===== config.mk =====
export PLATFORM = sky130hd
export DESIGN_NAME = muldiv_unit_flat
export DESIGN_NICKNAME = d
export VERILOG_FILES = /design/src/rtl/muldiv_if.sv /design/src/rtl/muldiv_unit.sv /design/src/flat_wrapper.sv
export SDC_FILE = /design/constraint.sdc
export NUM_CORES = 1
export LEC_CHECK = 0
export ABC_AREA = 0
export BUFFER_PORTS_ARGS = -buffer_cell sky130_fd_sc_hd__buf_2
export CELL_PAD_IN_SITES_DETAIL_PLACEMENT = 1
export CELL_PAD_IN_SITES_GLOBAL_PLACEMENT = 2
export CORE_AREA = 2 2 216 218
export DETAILED_ROUTE_END_ITERATION = 12
export DIE_AREA = 0 0 218 220
export MAX_ROUTING_LAYER = met4
export PLACE_DENSITY = 0.86
export SYNTH_ARGS = -nofsm -noshare
export SYNTH_HDL_FRONTEND = slang
export SYNTH_SLANG_ARGS = --single-unit
export TNS_END_PERCENT = 30

===== constraint.sdc =====
create_clock -name clk -period 6.4 [get_ports clk]
set_clock_uncertainty 0.15 [all_clocks]
set_input_delay 0.32 -clock clk [delete_from_list [all_inputs] [get_ports clk]]
set_output_delay 0.32 -clock clk [all_outputs]
set_load 0.01 [all_outputs]

===== src/rtl/muldiv_if.sv =====
// muldiv_if: request/response bundle between decode/EX and the multiply/divide unit.
//   start, op, rs_data, rt_data, cancel : request side (driven by the master)
//   busy, done, hi, lo                  : status and HI/LO registers (driven by the slave)
interface muldiv_if #(
    parameter int DATA_W = 32
);
    logic              start;
    logic [2:0]        op;
    logic [DATA_W-1:0] rs_data;
    logic [DATA_W-1:0] rt_data;
    logic              cancel;
    logic              busy;
    logic              done;
    logic [DATA_W-1:0] hi;
    logic [DATA_W-1:0] lo;

    modport master (
        output start, op, rs_data, rt_data, cancel,
        input  busy, done, hi, lo
    );

    modport slave (
        input  start, op, rs_data, rt_data, cancel,
        output busy, done, hi, lo
    );
endinterface


===== src/rtl/muldiv_unit.sv =====
// muldiv_unit: iterative MULT/MULTU/DIV/DIVU engine that owns the HI/LO registers.
//   clk    : rising-edge clock
//   reset  : asynchronous, active-low reset
//   bus    : muldiv_if.slave
//            start/op/rs_data/rt_data request an operation (accepted in IDLE or DONE only),
//            cancel flushes an in-flight mul/div, busy stalls the pipeline,
//            done pulses for one cycle when HI/LO hold a new result.
// Multiplication is shift-add on operand magnitudes, division is restoring division on
// magnitudes; signs are applied in a single FIX cycle before HI/LO are written.
module muldiv_unit #(
    parameter int DATA_W = 32
) (
    input  logic     clk,
    input  logic     reset,
    muldiv_if.slave  bus
);
    localparam int CNT_W = $clog2(DATA_W) + 1;

    localparam logic [2:0] OP_MULT  = 3'b000;
    localparam logic [2:0] OP_MULTU = 3'b001;
    localparam logic [2:0] OP_DIV   = 3'b010;
    localparam logic [2:0] OP_DIVU  = 3'b011;
    localparam logic [2:0] OP_MTHI  = 3'b100;
    localparam logic [2:0] OP_MTLO  = 3'b101;

    typedef enum logic [2:0] {
        S_IDLE,
        S_MUL,
        S_DIV,
        S_FIX,
        S_DONE
    } state_t;

    state_t state, state_nxt;

    // Shared datapath: for MUL, {acc,shreg} is the running product and operand the
    // multiplicand; for DIV, acc is the partial remainder, shreg shifts the dividend
    // out and the quotient in, operand is the divisor.
    logic [DATA_W-1:0] acc;
    logic [DATA_W-1:0] shreg;
    logic [DATA_W-1:0] operand;
    logic [DATA_W-1:0] rs_raw;
    logic [CNT_W-1:0]  cnt;
    logic              is_div;
    logic              neg_q;      // product sign (MUL) or quotient sign (DIV)
    logic              neg_r;      // remainder sign = dividend sign
    logic              div_zero;

    logic [DATA_W-1:0] hi_q;
    logic [DATA_W-1:0] lo_q;
    logic              busy;
    logic              done;

    function automatic logic [DATA_W-1:0] negate(input logic [DATA_W-1:0] v);
        return ~v + DATA_W'(1);
    endfunction

    // ---------------- request decode ----------------
    logic              can_accept;
    logic              accept_mul;
    logic              accept_div;
    logic              op_signed;
    logic              sgn_rs;
    logic              sgn_rt;
    logic              mt_hi;
    logic              mt_lo;
    logic [DATA_W-1:0] abs_rs;
    logic [DATA_W-1:0] abs_rt;

    assign can_accept = (state == S_IDLE) || (state == S_DONE);
    assign accept_mul = can_accept && bus.start && (bus.op == OP_MULT || bus.op == OP_MULTU);
    assign accept_div = can_accept && bus.start && (bus.op == OP_DIV  || bus.op == OP_DIVU);
    assign mt_hi      = can_accept && bus.start && (bus.op == OP_MTHI);
    assign mt_lo      = can_accept && bus.start && (bus.op == OP_MTLO);
    assign op_signed  = (bus.op == OP_MULT) || (bus.op == OP_DIV);
    assign sgn_rs     = op_signed && bus.rs_data[DATA_W-1];
    assign sgn_rt     = op_signed && bus.rt_data[DATA_W-1];
    // The most-negative value has magnitude 2^(DATA_W-1), which still fits unsigned.
    assign abs_rs     = sgn_rs ? negate(bus.rs_data) : bus.rs_data;
    assign abs_rt     = sgn_rt ? negate(bus.rt_data) : bus.rt_data;

    // ---------------- iteration steps ----------------
    logic [DATA_W:0]   mul_sum;
    logic [DATA_W:0]   div_shifted;
    logic              div_ge;
    logic [DATA_W-1:0] div_diff;

    assign mul_sum     = {1'b0, acc} + (shreg[0] ? {1'b0, operand} : '0);
    assign div_shifted = {acc, shreg[DATA_W-1]};
    assign div_ge      = div_shifted >= {1'b0, operand};
    // The true difference is below the divisor whenever it is used, so DATA_W bits suffice.
    assign div_diff    = div_shifted[DATA_W-1:0] - operand;

    // ---------------- state register ----------------
    // NOTE: sequential state uses non-blocking assignments so every register samples
    // pre-edge values regardless of process ordering.
    always_ff @(posedge clk or negedge reset) begin
        if (!reset) begin
            state <= S_IDLE;
        end else begin
            state <= state_nxt;
        end
    end

    // ---------------- next state / outputs ----------------
    // NOTE: every signal gets a default before the case so no path leaves it unassigned
    // (which would infer a latch).
    always_comb begin
        state_nxt = state;
        busy      = 1'b0;
        done      = 1'b0;
        unique case (state)
            S_IDLE, S_DONE: begin
                done = (state == S_DONE);
                if (accept_mul) begin
                    state_nxt = S_MUL;
                end else if (accept_div) begin
                    state_nxt = S_DIV;
                end else begin
                    state_nxt = S_IDLE;
                end
            end
            S_MUL, S_DIV: begin
                busy = 1'b1;
                if (bus.cancel) begin
                    state_nxt = S_IDLE;
                end else if (cnt == CNT_W'(1)) begin
                    state_nxt = S_FIX;
                end
            end
            S_FIX: begin
                busy      = 1'b1;
                state_nxt = bus.cancel ? S_IDLE : S_DONE;
            end
            default: state_nxt = S_IDLE;
        endcase
    end

    // ---------------- datapath ----------------
    // NOTE: operand/result storage is reset too, so nothing from an aborted operation
    // can leak into a later one after reset.
    always_ff @(posedge clk or negedge reset) begin
        if (!reset) begin
            acc      <= '0;
            shreg    <= '0;
            operand  <= '0;
            rs_raw   <= '0;
            cnt      <= '0;
            is_div   <= 1'b0;
            neg_q    <= 1'b0;
            neg_r    <= 1'b0;
            div_zero <= 1'b0;
        end else if (accept_mul || accept_div) begin
            acc      <= '0;
            operand  <= accept_div ? abs_rt : abs_rs;
            shreg    <= accept_div ? abs_rs : abs_rt;
            rs_raw   <= bus.rs_data;
            cnt      <= CNT_W'(DATA_W);
            is_div   <= accept_div;
            neg_q    <= sgn_rs ^ sgn_rt;
            neg_r    <= sgn_rs;
            div_zero <= (bus.rt_data == '0);
        end else if (state == S_MUL && !bus.cancel) begin
            acc   <= mul_sum[DATA_W:1];
            shreg <= {mul_sum[0], shreg[DATA_W-1:1]};
            cnt   <= cnt - CNT_W'(1);
        end else if (state == S_DIV && !bus.cancel) begin
            acc   <= div_ge ? div_diff : div_shifted[DATA_W-1:0];
            shreg <= {shreg[DATA_W-2:0], div_ge};
            cnt   <= cnt - CNT_W'(1);
        end
    end

    // ---------------- sign fix-up ----------------
    logic [2*DATA_W-1:0] prod;
    logic [DATA_W-1:0]   hi_res;
    logic [DATA_W-1:0]   lo_res;

    always_comb begin
        prod   = {acc, shreg};
        hi_res = '0;
        lo_res = '0;
        if (is_div) begin
            if (div_zero) begin
                // Divide by zero reports the raw dividend, regardless of signedness.
                lo_res = '1;
                hi_res = rs_raw;
            end else begin
                lo_res = neg_q ? negate(shreg) : shreg;
                hi_res = neg_r ? negate(acc)   : acc;
            end
        end else begin
            if (neg_q) begin
                prod = ~prod + (2*DATA_W)'(1);
            end
            hi_res = prod[2*DATA_W-1:DATA_W];
            lo_res = prod[DATA_W-1:0];
        end
    end

    // ---------------- HI/LO ----------------
    always_ff @(posedge clk or negedge reset) begin
        if (!reset) begin
            hi_q <= '0;
            lo_q <= '0;
        end else if (state == S_FIX && !bus.cancel) begin
            hi_q <= hi_res;
            lo_q <= lo_res;
        end else if (mt_hi) begin
            hi_q <= bus.rs_data;
        end else if (mt_lo) begin
            lo_q <= bus.rs_data;
        end
    end

    assign bus.busy = busy;
    assign bus.done = done;
    assign bus.hi   = hi_q;
    assign bus.lo   = lo_q;
endmodule


===== src/flat_wrapper.sv =====
// flat-port wrapper written by rule: the top's interface ports become plain ports
module muldiv_unit_flat 
#(
    parameter int DATA_W = 32
)
  (clk, reset, bus_start, bus_op, bus_rs_data, bus_rt_data, bus_cancel, bus_busy, bus_done, bus_hi, bus_lo);
  muldiv_if #(.DATA_W(DATA_W)) bus_i ();
  input  logic clk;
  input  logic reset;
  input wire logic [$bits(bus_i.start)-1:0] bus_start;
  input wire logic [$bits(bus_i.op)-1:0] bus_op;
  input wire logic [$bits(bus_i.rs_data)-1:0] bus_rs_data;
  input wire logic [$bits(bus_i.rt_data)-1:0] bus_rt_data;
  input wire logic [$bits(bus_i.cancel)-1:0] bus_cancel;
  output wire logic [$bits(bus_i.busy)-1:0] bus_busy;
  output wire logic [$bits(bus_i.done)-1:0] bus_done;
  output wire logic [$bits(bus_i.hi)-1:0] bus_hi;
  output wire logic [$bits(bus_i.lo)-1:0] bus_lo;
  assign bus_i.start = bus_start;
  assign bus_i.op = bus_op;
  assign bus_i.rs_data = bus_rs_data;
  assign bus_i.rt_data = bus_rt_data;
  assign bus_i.cancel = bus_cancel;
  assign bus_busy = bus_i.busy;
  assign bus_done = bus_i.done;
  assign bus_hi = bus_i.hi;
  assign bus_lo = bus_i.lo;
  muldiv_unit #(.DATA_W(DATA_W)) u_core (.clk(clk), .reset(reset), .bus(bus_i));
endmodule

Word-level counts from Yosys, hierarchy flattened
Cells that the tools add are included.
{"block": "totals", "word_cells": 100, "out_inout_bits": 66, "in_bits": 71, "ff_bits": 205}
{"block": "classes", "magnitude_cmp": 1, "eq_ne": 12, "n_mux": 35, "n_bitwise": 6, "n_addsub": 8, "reduce_logical": 26}
{"operator": "2-to-1 mux 32 bit", "count": 23}
{"operator": "adder 32 x 1 -> 32 bit, second input constant", "count": 4}
{"operator": "NOT 32 bit", "count": 4}
{"operator": "adder 64 x 1 -> 64 bit, second input constant", "count": 1}
{"operator": "2-to-1 mux 64 bit", "count": 1}
{"operator": "NOT 64 bit", "count": 1}
{"operator": "adder 32 x 33 -> 33 bit", "count": 1}
{"operator": "greater-or-equal comparator 33 x 32 -> 1 bit", "count": 1}
{"operator": "zero test 32 bit", "count": 1}
{"operator": "subtractor 32 bit", "count": 1}
{"operator": "2-to-1 mux 6 bit", "count": 3}
{"operator": "== test 3 x 2 -> 1 bit, second input constant", "count": 4}
{"operator": "2-to-1 mux 3 bit", "count": 4}
{"operator": "logical AND 1 bit", "count": 10}
{"operator": "== test 3 bit, second input constant", "count": 3}
{"operator": "case mux 3 bit (3 select lines)", "count": 1}
{"operator": "== test 3 x 1 -> 1 bit, second input constant", "count": 2}
{"operator": "== test 6 x 1 -> 1 bit, second input constant", "count": 1}
{"operator": "zero test 3 bit", "count": 2}
{"operator": "subtractor 6 x 1 -> 6 bit, second input constant", "count": 1}
{"operator": "logical OR 1 bit", "count": 5}
{"operator": "nonzero test 2 bit", "count": 2}
{"operator": "OR reduction 2 bit", "count": 2}
{"operator": "inequality test 3 x 2 -> 1 bit, second input constant", "count": 1}
{"operator": "8 further kinds", "count": 9}

Logic depth before layout (Yosys ltp)
Gate-level depths: netlist of run 1.
{"block": "logic_depth", "depth_word": 7, "mapped_depth": 14, "ltp_nobuf": 13}

Worst setup path after synthesis of run 1
Ideal clock, no wire load.
{"block": "synth_path", "path_type": "reg2reg", "start": "register u_core.shreg[0]", "end": "register u_core.acc[30]", "required_ns": 6.128, "path_buffers": 1, "stages_incl_launch_ff": 14, "path_slack_ns": 2.949, "arrival_ns": 3.180, "setup_ns": 0.122, "period_less_slack_ns": 3.451, "cell_sequence": "dfrtp_1 -> inv_1 -> clkbuf_1 -> nor2_1 -> ha_1 -> a21o_1 -> a211oi_1 -> and4_1 -> a221o_1 -> o31a_1 -> o21ai_0 -> mux2i_1 -> a21oi_1 -> a32o_1"}
{"block": "synth_between", "elab_chain_cells": 4}
{"item": "start, declared", "line_no": "muldiv_unit.sv:40", "source": "logic [DATA_W-1:0] shreg;"}
{"item": "start signal, assigned", "line_no": "muldiv_unit.sv:156", "source": "shreg <= accept_div ? abs_rs : abs_rt;"}
{"item": "start signal, assigned", "line_no": "muldiv_unit.sv:165", "source": "shreg <= {mul_sum[0], shreg[DATA_W-1:1]};"}
{"item": "start signal, assigned", "line_no": "muldiv_unit.sv:169", "source": "shreg <= {shreg[DATA_W-2:0], div_ge};"}
{"item": "2-to-1 mux 32 bit", "line_no": "muldiv_unit.sv:88", "source": "assign mul_sum = {1'b0, acc} + (shreg[0] ? {1'b0, operand} : '0);"}
{"item": "adder 32 x 33 -> 33 bit", "line_no": "muldiv_unit.sv:88"}
{"item": "2-to-1 mux 32 bit", "line_no": "muldiv_unit.sv:163", "source": "end else if (state == S_MUL && !bus.cancel) begin"}
{"item": "2-to-1 mux 32 bit", "line_no": "muldiv_unit.sv:153", "source": "end else if (accept_mul || accept_div) begin"}
{"item": "end signal, assigned", "line_no": "muldiv_unit.sv:164", "source": "acc <= mul_sum[DATA_W:1];"}
{"item": "end signal, assigned", "line_no": "muldiv_unit.sv:168", "source": "acc <= div_ge ? div_diff : div_shifted[DATA_W-1:0];"}
{"item": "end, declared", "line_no": "muldiv_unit.sv:39", "source": "logic [DATA_W-1:0] acc;"}
Every way passes these cells.
A chain may end at the register's enable or synchronous reset.

Final worst setup path of run 1
{"block": "layout_path", "start": "register u_core.shreg[0]", "end": "register u_core.acc[25]"}
The elaborated chain is that of the path after synthesis.

==> flow_summary.ini, run 1 <==
[outcome]
status = completed

[cells_and_area]
area_growth_pct = 12.4
nNetsFinal = 2514
final_util_pct = 43.2
drive_gt1_share_pct = 9.92
num_antenna_cells = 0
n_fill_cell = 5703

[pwr]
vdd_drop_max_mv = 0.213
cellLeakagePower_nw = 8.62
power.density_mw_per_mm2 = 491
power_mw = 9.73

[route]
routed_wl_um = 75400
drt_iter0_markers = 1624
via_per_inst = 6.16
ant_nets = 0
dr.pass1.iters = 5
drcViolationCount = 0
vias = 18465
routedWlPerCell_um = 25.2

[synth]
ys_ff_latch = 205
seq_area_frac_synth_pct = 29.1
synth.area.top_cells = dfrtp_1, nand2_1, a21oi_1, o21ai_0, ha_1
synth.area.mux_share_pct = 3.33
async_flop_share_pct = 100
synth_compound_area_share_pct = 25.2
synthAdderAreaFrac_pct = 5.20
ys.flop_type = dfrtp_1
synth_nets = 2473
synth_edf_count = 0
syn_inst = 2330
synth-simple-area-share_pct = 21.9
synth_xor_area_share_pct = 9.44
synth_top_cell_by_area = dfrtp_1
synth.most_common_cell = nand2_1
avgSynthCellArea_um2 = 7.57
yosys_warnings = 0
synth_top_family_by_area = compound AO/OA/AOI/OAI gates
synth_top_area_share_pct = 29.1
syn-cell-area_mm2 = 0.0176
synth_cell_types = 84
synthTopCellsByCount = nand2_1, dfrtp_1, a21oi_1

[hold_path]
hp-class = in2reg

[die]
core_mm2 = 0.0459
ios = 137
die-height_um = 220
dieArea_mm2 = 0.0480
placementRows = 79
die_x_um = 218
initial_utilization_pct = 38.4

[clock_tree]
root_buffer = clkbuf_16
path_clk_slew_ns = 0.06
cts_buffers = 27
cts.htree.levels = 1
clock_path_buffers = 3
cts_tree = yes
insertion_delay_ns = 0.59
postCtsSetupBuffers = 0
cts.sinks = 205

[timing]
rsz0062_at_grt = false
slew_violations = 0
relSlewSlack_pct = 28.8
setup_ws_ns = 1.86
finalCriticalPeriod_ns = 4.54
finalCritPeriodShare_pct = 70.9
timing_hold_violations_final = 0
holdWs_ns = 0.0369
worst_slew_pin_slew_ns = 1.06
setup_viol = 0
finalSetupTns_ns = 0
fmax_mhz = 220

[placement]
routabilityCongestion = 0.940
portBuffers = 136
place_ws_ns = 1.93
place_hpwl_um = 56500

[grt]
overflow = 0
antenna_found_initial = 1
grt_pass1_wl_um = 114000
grtUsageTotal_pct = 31.8
grt_pass1_vias = 18170
grt_max_degree = 99

[flow_run]
maxCapViolations = 0

[critical_path]
cp-end-kind = flop
critical_path.startpoint_type = flop
critical_path_class = reg2reg
critPathRequiredTime_ns = 6.66
cp_max_fo = 30
worstPathArrival_ns = 4.80
[per-stage QoR]
| stage | instance area (um^2) | cells |
|---|---|---|
| after floorplan | 17600 | 2330 |
| after global placement | 18600 | 2912 |
| after detailed placement | 18600 | 2912 |
| after CTS | 19800 | 2997 |
| after global routing | 19800 | 2997 |
| final | 19800 | 2997 |
[flip-flops by register name (all words and copies together), names as in the netlist]
signal / cells
u_core.neg_q: 1
u_core.bus.lo: 32
u_core.bus.hi: 32
u_core.shreg: 32
u_core.div_zero: 1
u_core.operand: 32
u_core.rs_raw: 32
u_core.neg_r: 1
u_core.state: 3
u_core.is_div: 1
u_core.cnt: 6
u_core.acc: 32
[what timing repair did]
item | in CTS | in global routing
gates resized for setup | 0 | 0
hold buffers | 37 | 0
endpoints found under the hold margin | 165 | 0
[report_power, final]
part           internal [mW]  switching, mW
sequential              1.82          0.875
clock                  0.923          0.663
combinational           2.08           3.36
[layout by cell type (no fill, tap or decap), drive strengths merged, types with 14 or more instances in the layout]
master       count
o211ai          65
nand2b          15
or4             20
nand2          454
inv             69
nand3           50
a21oi          178
a211oi          21
buf            163
a32oi           21
mux2i           53
o41ai           14
ha              70
a21o            34
nand4           27
or3             23
xnor2           93
dfrtp          205
a31oi           41
nor2           138
clkbuf          34
nor3            32
dlygate4sd3     37
o31ai           33
xor2            97
nor4            28
o21ai          183
[cell type report]
type | instances | area (um^2) | share of cell area [%]
flip-flops and latches | 205 | 5130 | 25.9
multi-input cells | 1869 | 11500 | 58.1
repair buffers | 200 | 1260 | 6.38
clock inverters | 14 | 174 | 0.878
inverters | 68 | 255 | 1.29
well taps | 607 | 759 | 3.83
clock buffers | 34 | 722 | 3.64
[critical path, stage by stage, from the launching register on]
cell	delay (ns)
dfrtp_1	0.47
inv_1	0.12
buf_4	0.37
nor2_1	0.08
ha_1	0.35
nor2b_1	0.17
o31ai_1	0.54
o31a_1	0.22
a211oi_1	0.13
o21ai_0	0.65
o21ai_0	0.35
a221oi_1	0.38
xor2_1	0.22
o221ai_1	0.15
[final timing paths]
path | startpoint | end | slack, ns | depth (start not counted)
max in group asynchronous | reset | u_core.neg_q | 4.33 | 3
worst max-delay path | u_core.shreg[0] | u_core.acc[25] | 1.86 | 13
worst min register to register | u_core.rs_raw[25] | u_core.rs_raw[25] | 0.33 | 2
worst max register to register | u_core.shreg[0] | u_core.acc[25] | 1.86 | 13
min in group asynchronous | reset | u_core.rs_raw[24] | 0.26 | 2
worst min-delay path | bus_rt_data[9] | u_core.shreg[9] | 0.04 | 4
[metal layers]
layer	up-vias	GRT usage, %	wire length [um]
met2	640	47.7	33400
li1	8402	-	-
met5	-	-	0
met1	9293	43.0	33800
met4	0	12.4	3110
met3	130	4.96	5110
[cell families (layout without fill, tap and decap cells)]
group,after synthesis,in the layout
XOR/XNOR,190,190
adder cells (fa/ha/maj),72,72
AO/OA/AOI/OAI,698,698
AND/OR/NAND/NOR,851,851
buffers and inverters,256,316
flip-flops,205,205
multiplexers,58,58
(Power assumes the default switching activity.)
==> run 2: changes to the inputs <==
--- a/config.mk
+++ b/config.mk
@@ -9,11 +9,11 @@
 export BUFFER_PORTS_ARGS = -buffer_cell sky130_fd_sc_hd__buf_2
 export CELL_PAD_IN_SITES_DETAIL_PLACEMENT = 1
 export CELL_PAD_IN_SITES_GLOBAL_PLACEMENT = 2
-export CORE_AREA = 2 2 216 218
+export CORE_AREA = 2 2 235 237
 export DETAILED_ROUTE_END_ITERATION = 12
-export DIE_AREA = 0 0 218 220
+export DIE_AREA = 0 0 237 239
 export MAX_ROUTING_LAYER = met4
-export PLACE_DENSITY = 0.86
+export PLACE_DENSITY = 0.77
 export SYNTH_ARGS = -nofsm -noshare
 export SYNTH_HDL_FRONTEND = slang
 export SYNTH_SLANG_ARGS = --single-unit
==> constraint.sdc (replaced) <==
create_clock -name clk -period 3.8 [get_ports clk]
set_clock_uncertainty 0.15 [all_clocks]
set_input_delay 0.19 -clock clk [delete_from_list [all_inputs] [get_ports clk]]
set_output_delay 0.19 -clock clk [all_outputs]
set_load 0.01 [all_outputs]
==> flow_summary.ini, run 2 (synthesis gave the netlist of run 1 again) <==
[outcome]
status = completed

[cells_and_area]
finalNonFillerCells = 3207
n_fill_cell = 6590
layout_commonest_cell = nand2_1
final_util_pct = 38.6
area_growth_pct = 19.1
nNetsFinal = 2625
drive_gt1_share_pct = 13.5
num_antenna_cells = 0
final_cell_mix = nand2_1, dfrtp_1, a21oi_1

[critical_path]
cpMostUsedCell = o21ai_0
slowest_stage = nor3b_1
rr_worst_depth = 16
r2r_start = u_core.shreg[0]
cp-end-kind = flop
critical_path_class = in2reg
rrSetupSlack_ns = 0.18
crit_chain = dlygate4sd3_1 > buf_2 > inv_1 > ha_1 > nor3b_1 > nand2_1 > o21ai_0 > o21ai_0 > xnor2_2 > nor2_1 > a211oi_1 > buf_4 > a21oi_1
cpPeakStageDelay_ns = 0.56
cp_max_fo = 7
critPathLaunch = bus_rs_data[0]
critPathRequiredTime_ns = 4.08
critical_path.startpoint_type = input port
worstReg2RegEnd = u_core.acc[25]
worstPathArrival_ns = 3.98

[pwr]
vdd_drop_max_mv = 0.425
cellLeakagePower_nw = 9.23
power.density_mw_per_mm2 = 825
power_mw = 17.3

[placement]
routabilityCongestion = 0.936
place_hpwl_um = 61200
post-place-cells = 3103
portBuffers = 136

[die]
dieArea_mm2 = 0.0566
placementRows = 86
die_x_um = 237
initial_utilization_pct = 32.4
die-height_um = 239
ios = 137
core_mm2 = 0.0543

[route]
ant_nets = 0
vias = 18848
drt_iter0_markers = 1617
drcViolationCount = 0
routedWlPerCell_um = 25.1
via_per_inst = 5.88
dr.pass1.iters = 6
routed_wl_um = 80600

[grt]
grt_pass1_vias = 18840
antenna_found_initial = 2
grt_max_degree = 86
grt_pass1_wl_um = 121000
overflow = 0
grtUsageTotal_pct = 28.8

[timing]
rsz0062_at_grt = true
finalCriticalPeriod_ns = 3.70
slew_violations = 0
holdWs_ns = 0.00632
setup_viol = 0
finalCritPeriodShare_pct = 97.4
worst_slew_pin_slew_ns = 1.01
fmax_mhz = 270
relSlewSlack_pct = 31.9
timing_hold_violations_final = 0

[flow_run]
maxCapViolations = 0

[clock_tree]
cts_buffers = 28
root_buffer = clkbuf_16
postCtsSetupBuffers = 0
path_clk_slew_ns = 0.06
cts.htree.levels = 1
cts.sinks = 205
insertion_delay_ns = 0.59
clock_path_buffers = 3
cts_tree = yes

[hold_path]
hp-class = in2async
-- run 2: cell count changes in the layout (fill, tap and decap cells not counted), moves of 2 or more --
cell	change
buf_4	+86
dlygate4sd3_1	+16
buf_12	+8
clkinvlp_4	-3
o21ai_0	-3
a211oi_1	-2
a211oi_2	+2
clkbuf_1	+2
clkbuf_8	+2
o21ai_1	+2
-- run 2: layer usage --
metal / routed length [um] / vias to the layer above / GRT usage [%]
met4: 2990 / 0 / 9.55
met5: 0 / - / -
li1: - / 8623 / -
met3: 5460 / 129 / 4.91
met2: 35900 / 649 / 44.0
met1: 36200 / 9447 / 38.6
-- run 2: layout make-up --
type                            count  area (um^2)  share of cell area, %
Timing Repair Buffer              310         2230                   10.6
Clock inverter                     12          178                  0.846
Sequential cell                   205         5130                   24.4
Inverter                           68          255                   1.22
Multi-Input combinational cell   1869        11500                   55.0
Tap cell                          704          881                   4.19
Clock buffer                       39          782                   3.72
-- run 2: how the worst max path moves through the flow --
stage | endpoint | slack [ns] | cells after the start
after detailed placement | u_core.acc[30] | -0.06 | 14
final | u_core.operand[14] | 0.1 | 13
after floorplan | u_core.acc[30] | 0.35 | 13
after global routing | u_core.acc[29] | -0.02 | 15
after CTS | u_core.acc[29] | 0.07 | 15
after global placement | u_core.acc[30] | -0.05 | 15
-- run 2: power by group --
group          leakage, nW  internal [mW]  switching [mW]
combinational         6.21           4.01            6.47
sequential            2.54           3.08           0.923
clock                0.470           1.70            1.13
total                 9.23           8.79            8.53
-- run 2: metrics by stage --
step | instance area (um^2) | setup TNS (ns) | setup WS (ns)
floorplan | 17600 | 0 | 0.349
global placement | 19500 | -0.0489 | -0.0489
detailed placement | 19500 | -0.0642 | -0.0642
CTS | 21000 | 0 | 0.0650
global route | 21000 | -0.0156 | -0.0156
finish | 21000 | 0 | 0.0991
-- run 2: worst max-delay path, delay by kind of cell --
kind,cells,cell delay (ns)
simple gates,3,0.81
compound gates,4,1.25
fa+ha+maj,1,0.17
xor+xnor,1,0.44
buf+inv,4,1.12
-- run 2: what timing repair did --
item | CTS | global route
resized for setup | 2 | 9
hold endpoints to repair | 193 | 0
hold buffers | 53 | 0
pin swaps | 0 | 1
setup endpoints to repair | 1 | 10
cloned | 0 | 0
==> run 3: changes to the inputs <==
--- a/config.mk
+++ b/config.mk
@@ -14,6 +14,7 @@
 export DIE_AREA = 0 0 237 239
 export MAX_ROUTING_LAYER = met4
 export PLACE_DENSITY = 0.77
+export SETUP_SLACK_MARGIN = 0.1
 export SYNTH_ARGS = -nofsm -noshare
 export SYNTH_HDL_FRONTEND = slang
 export SYNTH_SLANG_ARGS = --single-unit
==> constraint.sdc (replaced) <==
create_clock -name clk -period 3.8 [get_ports clk]
set_clock_uncertainty 0.15 [all_clocks]
set_input_delay 0.19 -clock clk [delete_from_list [all_inputs] [get_ports clk]]
set_output_delay 0.19 -clock clk [all_outputs]
set_load 0.1 [all_outputs]
==> flow_summary.ini, run 3 (synthesis gave the netlist of run 1 again) <==
[clock_tree]
root_buffer = clkbuf_16
cts_tree = yes
insertion_delay_ns = 0.59
cts.sinks = 205
cts_buffers = 28
cts.htree.levels = 1
path_clk_slew_ns = 0.06
clock_path_buffers = 3

[timing]
worst_slew_pin_slew_ns = 1.05
finalCriticalPeriod_ns = 3.58
fmax_mhz = 279
setup_viol = 0
timing_hold_violations_final = 1
relSlewSlack_pct = 29.2
holdWs_ns = -0.00102
slew_violations = 0
finalCritPeriodShare_pct = 94.2
rsz0062_at_grt = true

[critical_path]
slowest_stage = dfrtp_1
worstPathArrival_ns = 3.89
crit_chain = inv_2 > buf_12 > nor2_1 > ha_1 > a21oi_1 > o211a_1 > o31a_1 > a211oi_1 > buf_4 > o21ai_0 > buf_4 > o21ai_0 > buf_4 > a221oi_1 > xor2_1 > o221ai_1
critical_path_class = reg2reg
cpPeakStageDelay_ns = 0.42
cpMostUsedCell = buf_4
critical_path.startpoint_type = flop
critPathRequiredTime_ns = 4.11
cp_max_fo = 16
cp-end-kind = flop
rrSetupSlack_ns = 0.22

[outcome]
status = finished, violations left
violations = hold timing

[grt]
grt_pass1_vias = 18839
grtUsageTotal_pct = 28.8
overflow = 0
grt_max_degree = 86
grt_pass1_wl_um = 121000
antenna_found_initial = 2

[flow_run]
maxCapViolations = 0

[placement]
routabilityCongestion = 0.936
post-place-cells = 3103
place_hpwl_um = 61200
portBuffers = 136

[cells_and_area]
drive_gt1_share_pct = 13.7
finalNonFillerCells = 3208
nNetsFinal = 2626
area_growth_pct = 19.4
num_antenna_cells = 0
final_cell_mix = nand2_1, dfrtp_1, a21oi_1
layout_commonest_cell = nand2_1

[die]
initial_utilization_pct = 32.4
die-height_um = 239
ios = 137
core_mm2 = 0.0543
placementRows = 86
dieArea_mm2 = 0.0566
die_x_um = 237

[route]
via_per_inst = 5.90
vias = 18929
drt_iter0_markers = 1757
ant_nets = 0
routed_wl_um = 80800
dr.pass1.iters = 5
routedWlPerCell_um = 25.2
drcViolationCount = 0

[pwr]
cellLeakagePower_nw = 9.24
power.density_mw_per_mm2 = 942
power_mw = 19.8
vdd_drop_max_mv = 0.552

[hold_path]
hp-class = in2async
## run 3: worst paths after layout
check	start	end	cells after the start
worst max-delay path	u_core.shreg[0]	u_core.acc[25]	16
max in group asynchronous	reset	u_core.shreg[16]	3
min in group clk	bus_rt_data[19]	u_core.shreg[19]	4
worst min register to register	u_core.rs_raw[27]	u_core.rs_raw[27]	2
worst min-delay path	reset	u_core.bus.hi[24]	2
worst max register to register	u_core.shreg[0]	u_core.acc[25]	16
## run 3: critical path: cells and delay by family, from the launching register on
family / cells / cell delay, ns
AOI/OAI and AO/OA: 8 / 1.52
xor gates and xnor gates: 1 / 0.19
adders and majority gates: 1 / 0.34
buffers and inverters: 5 / 0.79
DFF: 1 / 0.42
and+or+nand+nor: 1 / 0.06
## run 3: final cells by class
class / instances / area (um^2)
timing repair buffer: 311 / 2240
fill: 6586 / 33300
clock buffer: 39 / 782
inverter: 68 / 255
sequential: 205 / 5130
multi-input combinational: 1869 / 11600
clock inverter: 12 / 178
tap: 704 / 881
## run 3: report_power, final
part	total [mW]	internal [mW]	leakage, nW	switching, mW
clock	2.84	1.70	0.470	1.13
combinational	13.0	4.03	6.22	8.94
sequential	4.01	3.08	2.54	0.925
## run 3: per-layer routing
| layer | track usage, % | vias to the layer above | part of all wire [%] | wire length (um) |
|---|---|---|---|---|
| li1 | - | 8619 | - | - |
| met4 | 9.55 | 0 | 3.7 | 2960 |
| met1 | 38.6 | 9526 | 45 | 36200 |
| met5 | - | - | 0 | 0 |
| met3 | 4.91 | 132 | 6.8 | 5510 |
| met2 | 44.0 | 652 | 45 | 36100 |
## run 3: timing repair
action | in CTS | in global routing
resized for setup | 3 | 15
buffers inserted | 0 | 1
hold buffers | 53 | 0
endpoints found under the setup margin | 4 | 15
pin swaps | 0 | 2
hold endpoints to repair | 193 | 0
## run 3: through the flow
step                      utilization (%)  hold WS, ns  setup TNS, ns  instance area (um^2)  setup slack (ns)
after floorplan                         -       -0.256              0                 17600             0.349
after global placement               35.8       0.0640        -0.0489                 19500           -0.0489
after detailed placement             35.8       0.0635        -0.0642                 19500           -0.0642
after CTS                            38.6      0.00642              0                 21000            0.0973
after global routing                 38.7       0.0610              0                 21000            0.0458
final                                38.7     -0.00102              0                 21000             0.220
